==> src/rtl/branch_resolver_pkg.sv <==
// Shared types for the branch resolver: queue entry layout, resolver states
// and the saturating counter helper.
package branch_resolver_pkg;

  typedef logic [15:0] lc3b_word;

  typedef struct packed {
    lc3b_word pc;
    logic     pred_taken;
    lc3b_word pred_target;
  } br_entry_t;

  localparam lc3b_word BR_PC_INCR = 16'd2;

  typedef enum logic {
    BR_RUN     = 1'b0,
    BR_RECOVER = 1'b1
  } br_resolve_state_t;

  function automatic lc3b_word sat_inc(input lc3b_word v);
    return (v == 16'hFFFF) ? v : v + 16'd1;
  endfunction

endpackage

==> src/rtl/branch_resolver_br_queue.sv <==
// In-order circular queue of outstanding predicted branches.
// Clear wins over push/pop; push and pop in the same cycle keep the count.
module branch_resolver_br_queue
  import branch_resolver_pkg::*;
#(
  parameter int DEPTH = 4
) (
  input  logic                   clk,
  input  logic                   rst_n,
  input  logic                   push_i,
  input  br_entry_t              entry_i,
  input  logic                   pop_i,
  input  logic                   clear_i,
  output br_entry_t              head_o,
  output logic [$clog2(DEPTH):0] count_o,
  output logic                   full_o,
  output logic                   empty_o
);

  localparam int PW = $clog2(DEPTH);
  localparam int CW = PW + 1;

  br_entry_t       mem_q [DEPTH];
  logic [PW-1:0]   wr_ptr_q, wr_ptr_d;
  logic [PW-1:0]   rd_ptr_q, rd_ptr_d;
  logic [CW-1:0]   count_q, count_d;
  logic            push_ok, pop_ok;

  assign full_o  = (count_q == CW'(DEPTH));
  assign empty_o = (count_q == '0);
  assign count_o = count_q;
  assign head_o  = mem_q[rd_ptr_q];

  assign push_ok = push_i && !full_o && !clear_i;
  assign pop_ok  = pop_i && !empty_o && !clear_i;

  always_comb begin
    wr_ptr_d = wr_ptr_q;
    rd_ptr_d = rd_ptr_q;
    count_d  = count_q;
    if (clear_i) begin
      wr_ptr_d = '0;
      rd_ptr_d = '0;
      count_d  = '0;
    end else begin
      if (push_ok) wr_ptr_d = wr_ptr_q + PW'(1);
      if (pop_ok)  rd_ptr_d = rd_ptr_q + PW'(1);
      case ({push_ok, pop_ok})
        2'b10:   count_d = count_q + CW'(1);
        2'b01:   count_d = count_q - CW'(1);
        default: count_d = count_q;
      endcase
    end
  end

  always_ff @(posedge clk or negedge rst_n) begin
    if (!rst_n) begin
      wr_ptr_q <= '0;
      rd_ptr_q <= '0;
      count_q  <= '0;
    end else begin
      wr_ptr_q <= wr_ptr_d;
      rd_ptr_q <= rd_ptr_d;
      count_q  <= count_d;
    end
  end

  // Storage needs no reset: an entry is only read after it has been written.
  always_ff @(posedge clk) begin
    if (push_ok) mem_q[wr_ptr_q] <= entry_i;
  end

endmodule

==> src/rtl/branch_resolver.sv <==
// Resolves predicted branches in order, trains the predictor and flushes
// fetch on a mispredict, then holds fetch off for a recovery window.
//
// state      | meaning
// BR_RUN     | normal operation, pushes accepted while the queue has room
// BR_RECOVER | post-flush window, push_ready held low for RECOVER_CYCLES
module branch_resolver
  import branch_resolver_pkg::*;
#(
  parameter int DEPTH          = 4,
  parameter int RECOVER_CYCLES = 2
) (
  input  logic                   clk,
  input  logic                   rst_n,
  input  logic                   push_valid,
  input  logic [15:0]            push_pc,
  input  logic                   push_pred_taken,
  input  logic [15:0]            push_pred_target,
  output logic                   push_ready,
  input  logic                   resolve_valid,
  input  logic                   resolve_taken,
  input  logic [15:0]            resolve_target,
  output logic                   taken,
  output logic                   not_taken,
  output logic [15:0]            upd_address,
  output logic                   flush,
  output logic [15:0]            redirect_pc,
  output logic [$clog2(DEPTH):0] queue_count,
  output logic                   underflow_err,
  output logic [15:0]            branch_count,
  output logic [15:0]            mispredict_count
);

  localparam int RW = (RECOVER_CYCLES < 2) ? 1 : $clog2(RECOVER_CYCLES + 1);

  br_resolve_state_t state_q, state_d;
  logic [RW-1:0]     rcnt_q, rcnt_d;

  logic     taken_q, taken_d;
  logic     not_taken_q, not_taken_d;
  logic     flush_q, flush_d;
  lc3b_word upd_q, upd_d;
  lc3b_word redir_q, redir_d;
  lc3b_word bcnt_q, bcnt_d;
  lc3b_word mcnt_q, mcnt_d;
  logic     uf_q, uf_d;

  br_entry_t q_head, q_entry;
  logic      q_push, q_pop, q_clear, q_full, q_empty;
  logic      resolve_fire, mispred;

  assign push_ready = (state_q == BR_RUN) && !q_full;

  assign q_entry = '{pc: push_pc, pred_taken: push_pred_taken, pred_target: push_pred_target};

  assign resolve_fire = resolve_valid && !q_empty;
  assign mispred      = resolve_fire &&
                        ((q_head.pred_taken != resolve_taken) ||
                         (resolve_taken && (q_head.pred_target != resolve_target)));

  // A mispredict squashes every younger entry, including one pushed this cycle.
  assign q_push  = push_valid && push_ready && !mispred;
  assign q_pop   = resolve_fire && !mispred;
  assign q_clear = mispred;

  branch_resolver_br_queue #(.DEPTH(DEPTH)) u_queue (
    .clk     (clk),
    .rst_n   (rst_n),
    .push_i  (q_push),
    .entry_i (q_entry),
    .pop_i   (q_pop),
    .clear_i (q_clear),
    .head_o  (q_head),
    .count_o (queue_count),
    .full_o  (q_full),
    .empty_o (q_empty)
  );

  always_comb begin
    state_d = state_q;
    rcnt_d  = rcnt_q;
    case (state_q)
      BR_RUN: begin
        if (mispred) begin
          state_d = BR_RECOVER;
          rcnt_d  = RW'(RECOVER_CYCLES);
        end
      end
      BR_RECOVER: begin
        rcnt_d = rcnt_q - RW'(1);
        if (rcnt_q <= RW'(1)) state_d = BR_RUN;
      end
      default: state_d = BR_RUN;
    endcase
  end

  always_comb begin
    taken_d     = 1'b0;
    not_taken_d = 1'b0;
    flush_d     = 1'b0;
    upd_d       = upd_q;
    redir_d     = redir_q;
    bcnt_d      = bcnt_q;
    mcnt_d      = mcnt_q;
    uf_d        = uf_q;
    if (resolve_fire) begin
      taken_d     = resolve_taken;
      not_taken_d = !resolve_taken;
      upd_d       = q_head.pc;
      bcnt_d      = sat_inc(bcnt_q);
      if (mispred) begin
        flush_d = 1'b1;
        redir_d = resolve_taken ? resolve_target : q_head.pc + BR_PC_INCR;
        mcnt_d  = sat_inc(mcnt_q);
      end
    end else if (resolve_valid) begin
      uf_d = 1'b1;
    end
  end

  always_ff @(posedge clk or negedge rst_n) begin
    if (!rst_n) begin
      state_q     <= BR_RUN;
      rcnt_q      <= '0;
      taken_q     <= 1'b0;
      not_taken_q <= 1'b0;
      flush_q     <= 1'b0;
      upd_q       <= '0;
      redir_q     <= '0;
      bcnt_q      <= '0;
      mcnt_q      <= '0;
      uf_q        <= 1'b0;
    end else begin
      state_q     <= state_d;
      rcnt_q      <= rcnt_d;
      taken_q     <= taken_d;
      not_taken_q <= not_taken_d;
      flush_q     <= flush_d;
      upd_q       <= upd_d;
      redir_q     <= redir_d;
      bcnt_q      <= bcnt_d;
      mcnt_q      <= mcnt_d;
      uf_q        <= uf_d;
    end
  end

  assign taken            = taken_q;
  assign not_taken        = not_taken_q;
  assign flush            = flush_q;
  assign upd_address      = upd_q;
  assign redirect_pc      = redir_q;
  assign branch_count     = bcnt_q;
  assign mispredict_count = mcnt_q;
  assign underflow_err    = uf_q;

endmodule

==> config.mk <==
export PLATFORM = sky130hd
export DESIGN_NAME = branch_resolver
export DESIGN_NICKNAME = d
export VERILOG_FILES = /design/src/rtl/branch_resolver_pkg.sv /design/src/rtl/branch_resolver_br_queue.sv /design/src/rtl/branch_resolver.sv
export SDC_FILE = /design/constraint.sdc
export NUM_CORES = 1
export LEC_CHECK = 0
export ABC_AREA = 1
export BUFFER_PORTS_ARGS = -buffer_cell sky130_fd_sc_hd__buf_2
export CAP_MARGIN = 20
export CORE_AREA = 4 4 158 160
export CTS_CLUSTER_DIAMETER = 200
export CTS_CLUSTER_SIZE = 20
export DETAILED_ROUTE_END_ITERATION = 8
export DIE_AREA = 0 0 162 164
export SLEW_MARGIN = 20
export SYNTH_ARGS = -nofsm -noshare
export SYNTH_HDL_FRONTEND = slang
export SYNTH_HIERARCHICAL = 1
export SYNTH_SLANG_ARGS = --single-unit
==> constraint.sdc <==
create_clock -name clk -period 10.28 [get_ports clk]
set_input_delay 0.514 -clock clk [delete_from_list [all_inputs] [get_ports clk]]
set_output_delay 0.514 -clock clk [all_outputs]
set_load 0.01 [all_outputs]
Word-level counts from Yosys, hierarchy flattened --
Memory sizes are Yosys's and may differ from the RTL's. Index checks and enable logic that the tools add are counted.
Word-level totals: bits in registers 78, memory bits (writable) 132, word-level logic and storage cells 76, memories kept 1
Operators by class: add/sub/neg operators 8, magnitude comparators 1, eq/ne operators 8, muxes and demuxes 17, bitwise operators 4, reduce and logical (&&, ||, !) cells 24
Memories:
- u_queue.mem_q | depth 4, bits a word 33, rd ports 1, clocked after memory_dff 0, write ports 1, line branch_resolver_br_queue.sv:23 | br_entry_t mem_q [DEPTH];
Operator list (count):
- $add A16 B1 Y16 const B | 2
- $eq A16 B16 Y1 const B | 2
- $add A16 B2 Y16 const B | 1
- $mux W16 | 1
- $ne A16 B16 Y1 | 1
- $logic_and A1 B1 Y1 | 11
- $mux W2 | 5
- $mux W1 | 7
- $pmux W3 S2 | 1
- $reduce_and A2 Y1 | 3
- $add A2 B1 Y2 const B | 2
- $logic_not A1 Y1 | 4
- $not A1 Y1 | 4
- $pmux W2 S2 | 1
- $reduce_bool A2 Y1 | 2
- $add A3 B1 Y3 const B | 1
- $eq A3 B3 Y1 const B | 1
- $logic_not A3 Y1 | 1
- $mux W3 | 1
- $reduce_and A3 Y1 | 1
- $reduce_bool A3 Y1 | 1
- $sub A3 B1 Y3 const B | 1
- $eq A2 B1 Y1 const B | 1
- $eq A2 B2 Y1 const B | 1
- 6 further kinds | 6

Logic depth before layout (Yosys ltp) --
An unclocked memory read counts as a cell.
depth in word-level cells 12, depth in mapped cells 26

Hierarchy --
The synthesis kept the hierarchy.
Modules (own cells, without submodules):
- branch_resolver_br_queue | instances 1, cells each 384, area an instance 5338.9 µm², sequential area each 4139.0 µm²
- branch_resolver | instances 1, cells each 541, area an instance 4001.3 µm², sequential area each 1776.7 µm²

Worst setup path after synthesis --
OpenSTA, ideal clock, no wires.
kind reg-to-reg, start register u_queue.rd_ptr_q[0], end memory u_queue/mem_q[0][0] (netlist name), enable pin, data arrival time 3.612 ns, data required time 9.857 ns, slack 6.245 ns, cell stages (with the launch flop) 19, cells stage by stage dfrtp_1 > inv_2 > buf_2 > buf_2 > nor2_1 > o22ai_1 > inv_1 > nand2_1 > nand2_1 > nor2_1 > nand2_1 > nor2_1 > nand3_2 > nand3_4 > inv_2 > buf_6 > inv_1 > nand3_2 > nor2_1
RTL lines:
- from (decl) | line branch_resolver_br_queue.sv:25 | logic [PW-1:0] rd_ptr_q, rd_ptr_d;
- from (signal assigned) | line branch_resolver_br_queue.sv:63 | rd_ptr_q <= rd_ptr_d;
- to (decl) | line branch_resolver_br_queue.sv:23

==> flow_metrics.py <==
metrics = {
    "synthesis": {
        "synth_top_cell_by_area": "edfxtp_1",
        "seq_area_frac_synth": 0.6334,
        "synthesis.area_um2": 9340,
        "avgSynthCellArea_um2": 10.10,
        "ys_ff_latch": 210,
        "synth_top_cell_area_share": 0.4244,
        "synth-async-reset-ratio": 0.3714,
        "synth_edf_count": 132,
        "postSynthCellCount": 925,
        "syn-num-nets": 988,
        "synth_area_leaders": "edfxtp_1, dfrtp_1, nand2_1",
        "ys_warn_count": 6,
        "synth.distinct_cells": 40,
        "synth_top_flop_cell": "edfxtp_1",
    },
    "pwr": {
        "power_leakage_nw": 4.681,
        "power.switching_mw": 0.9229,
        "comb_power_share": 0.331,
        "power_density_nw_per_um2": 234.4,
        "peakVddDrop_mv": 0.1273,
        "p_total_mw": 2.506,
        "p_sw_frac": 0.3683,
        "power.internal_mw": 1.583,
        "seq_power_share": 0.460,
        "clock_power_share": 0.209,
    },
    "detailed_routing": {
        "drt_iter0_markers": 562,
        "post_drt_wl_per_cell_um": 16.36,
        "drtAntennaViolNets": 0,
        "vias": 6684,
        "drc": 0,
        "drtPass1Iterations": 7,
        "via_per_inst": 4.900,
        "drt_wl_total_mm": 22.32,
    },
    "layout": {
        "fill_cells": 2280,
        "diodes": 0,
        "syn_to_final_growth_pct": 14.45,
        "nets": 1106,
        "drive_gt1_frac": 0.1751,
    },
    "placement": {
        "port_buffers": 125,
        "dp_hpwl_mm": 15.31,
        "gp_congestion": 0.8295,
        "post-place-ws_ns": 5.879,
    },
    "global_route": {
        "grt_overflow": 0,
        "grt_pass1_wl_mm": 34.53,
        "antenna_found_initial": 0,
        "grt_use_total": 0.1651,
        "grt_pass1_vias": 6286,
        "grt_max_degree": 79,
    },
    "clock_network": {
        "cts_tree": "built",
        "htree_levels": 1,
        "clock_latency_ns": 0.48,
        "root_buffer": "clkbuf_16",
        "cts_buffer_depth": 3,
        "clock-sinks": 210,
        "clkTransAtPathRegs_ns": 0.09,
        "cts_resized": 0,
        "cts-buffers-inserted": 14,
    },
    "floorplanning": {
        "io_pins": 126,
        "core-area_um2": 23400,
        "initial_core_util": 0.3991,
        "die_y_um": 164,
        "die_width_um": 162,
        "dieArea_um2": 26570,
        "rows": 56,
    },
    "sta": {
        "whs_ns": 0.2415,
        "slew_headroom": 0.4388,
        "period_needed_ns": 4.432,
        "worst_pin_slew_ns": 0.8398,
        "rsz0062_at_grt": "no",
        "tns_ns": 0,
        "setup_viol": 0,
        "drv_slew": 0,
        "fin_ws_ns": 5.848,
        "fin_skew_ns": 0.01869,
        "clock.fmax_mhz": 225.6,
        "finalCritPeriodShare": 0.4311,
        "hold_viol_final": 0,
    },
    "run": {
        "cap_violations": 0,
    },
    "worst_hold_path": {
        "worstHoldPathType": "in2reg",
    },
    "setup_path": {
        "cp-end-kind": "flip-flop",
        "worst-path-max-fanout": 68,
        "worst_ep_arrival_time_ns": 4.55,
        "cp-start-kind": "flip-flop",
        "cp.required_ns": 10.40,
        "path_class": "reg2reg",
    },
    "status": {
        "outcome": "completed",
    },
}
flip-flops by register name (all words and copies together) (netlist names):
register,flops
u_queue/mem_q,132
flush,1
state_q,1
redirect_pc,16
u_queue/rd_ptr_q,2
u_queue/count_o,3
branch_count,16
u_queue/wr_ptr_q,2
mispredict_count,16
underflow_err,1
rcnt_q,2
upd_address,16
not_taken,1
taken,1
final cells by class:
cell class              instances  area, um2  share of cell area
flip-flops and latches        210       5917              0.5535
multi-input cells             598       2952              0.2761
repair buffers                134      718.2             0.06718
well taps                     319      399.1             0.03734
clock buffers                  16      357.8             0.03347
inverters                      85      319.1             0.02985
clock inverters                 2      27.53            0.002575
power by group through the flow:
stage	Clock, mW	Combinational, mW	Sequential [mW]
floorplan	0	0.507	1.20
global placement	0	0.821	1.17
detailed placement	0	0.832	1.17
CTS	0.538	0.835	1.16
global route	0.573	0.940	1.17
finish	0.523	0.829	1.15
synthesized netlist by cell type (all sizes together) (5+ instances only):
| library cell | count |
|---|---|
| xnor2 | 13 |
| a21oi | 7 |
| o21ai | 102 |
| edfxtp | 132 |
| nand4 | 7 |
| nor2 | 111 |
| nand2 | 230 |
| nand3 | 34 |
| dfrtp | 78 |
| clkbuf | 18 |
| or2 | 5 |
| ha | 8 |
| o22ai | 33 |
| xor2 | 23 |
| buf | 14 |
| nor3 | 17 |
| inv | 84 |
timing repair:
action | 4_1_cts | 5_1_grt
endpoints found under the hold margin | 0 | 19
hold buffers | 0 | 1
setup buffers | 0 | 0
layer usage:
layer / wire length [um] / global-route usage
met1: 10450 / 0.2375
met5: 0 / 0
met2: 10140 / 0.2666
met4: 498 / 0.03883
met3: 1233 / 0.02535
path summary, 6_finish.rpt:
kind	slack, ns	cells past startpoint	end	from
max	5.85	18	u_queue/mem_q[0][27]	u_queue/rd_ptr_q[0]
min	0.24	1	u_queue/mem_q[1][24]	push_pc[7]
max reg2reg	5.85	18	u_queue/mem_q[0][27]	u_queue/rd_ptr_q[0]
min reg2reg	0.48	2	redirect_pc[2]	redirect_pc[2]
max in group asynchronous	9.24	3	u_queue/rd_ptr_q[0]	rst_n
min in group asynchronous	0.45	2	branch_count[0]	rst_n
cell families after synthesis:
| kind of cell | Yosys count | synth area share |
|---|---|---|
| AND/OR/NAND/NOR | 406 | 0.1830 |
| flip-flops | 210 | 0.6334 |
| AO/OA/AOI/OAI | 146 | 0.08426 |
| buffers and inverters | 117 | 0.05171 |
| XOR/XNOR | 36 | 0.03376 |
| adder cells (fa/ha/maj) | 9 | 0.01286 |
| multiplexers | 1 | 0.001072 |
layout by cell type (no fill, tap or decap), types with 8 or more instances in the layout:
master	instances
inv_1	80
o22ai_1	33
nor2_1	104
xor2_1	23
buf_4	8
ha_1	8
edfxtp_1	132
buf_2	124
nor3_1	14
nand2_1	221
nand3_1	31
dfrtp_1	77
clkbuf_16	14
o21ai_0	100
xnor2_1	13
nand2_2	9
stage by stage:
step | util | instances | cell area [um2]
after floorplan | - | 925 | 9340
after global placement | 0.4387 | 1344 | 10270
after detailed placement | 0.4387 | 1344 | 10270
after CTS | 0.4552 | 1362 | 10650
after global routing | 0.4568 | 1364 | 10690
final | 0.4568 | 1364 | 10690
worst max-delay path, cell delays in order, from the launching register on:
cell     delay (ns)
dfrtp_2        0.39
buf_4          0.32
inv_2          0.10
buf_4          0.53
o21ai_0        0.16
o22ai_1        0.29
inv_1          0.07
nand2_1        0.06
nand2_1        0.04
nor2_1         0.10
nand2_1        0.07
nor2_1         0.10
nand3_2        0.16
nand3_4        0.29
inv_2          0.21
inv_1          0.24
nand3_2        0.24
nor2_2         0.15
buf_4          0.45
(Power assumes the default switching activity.)
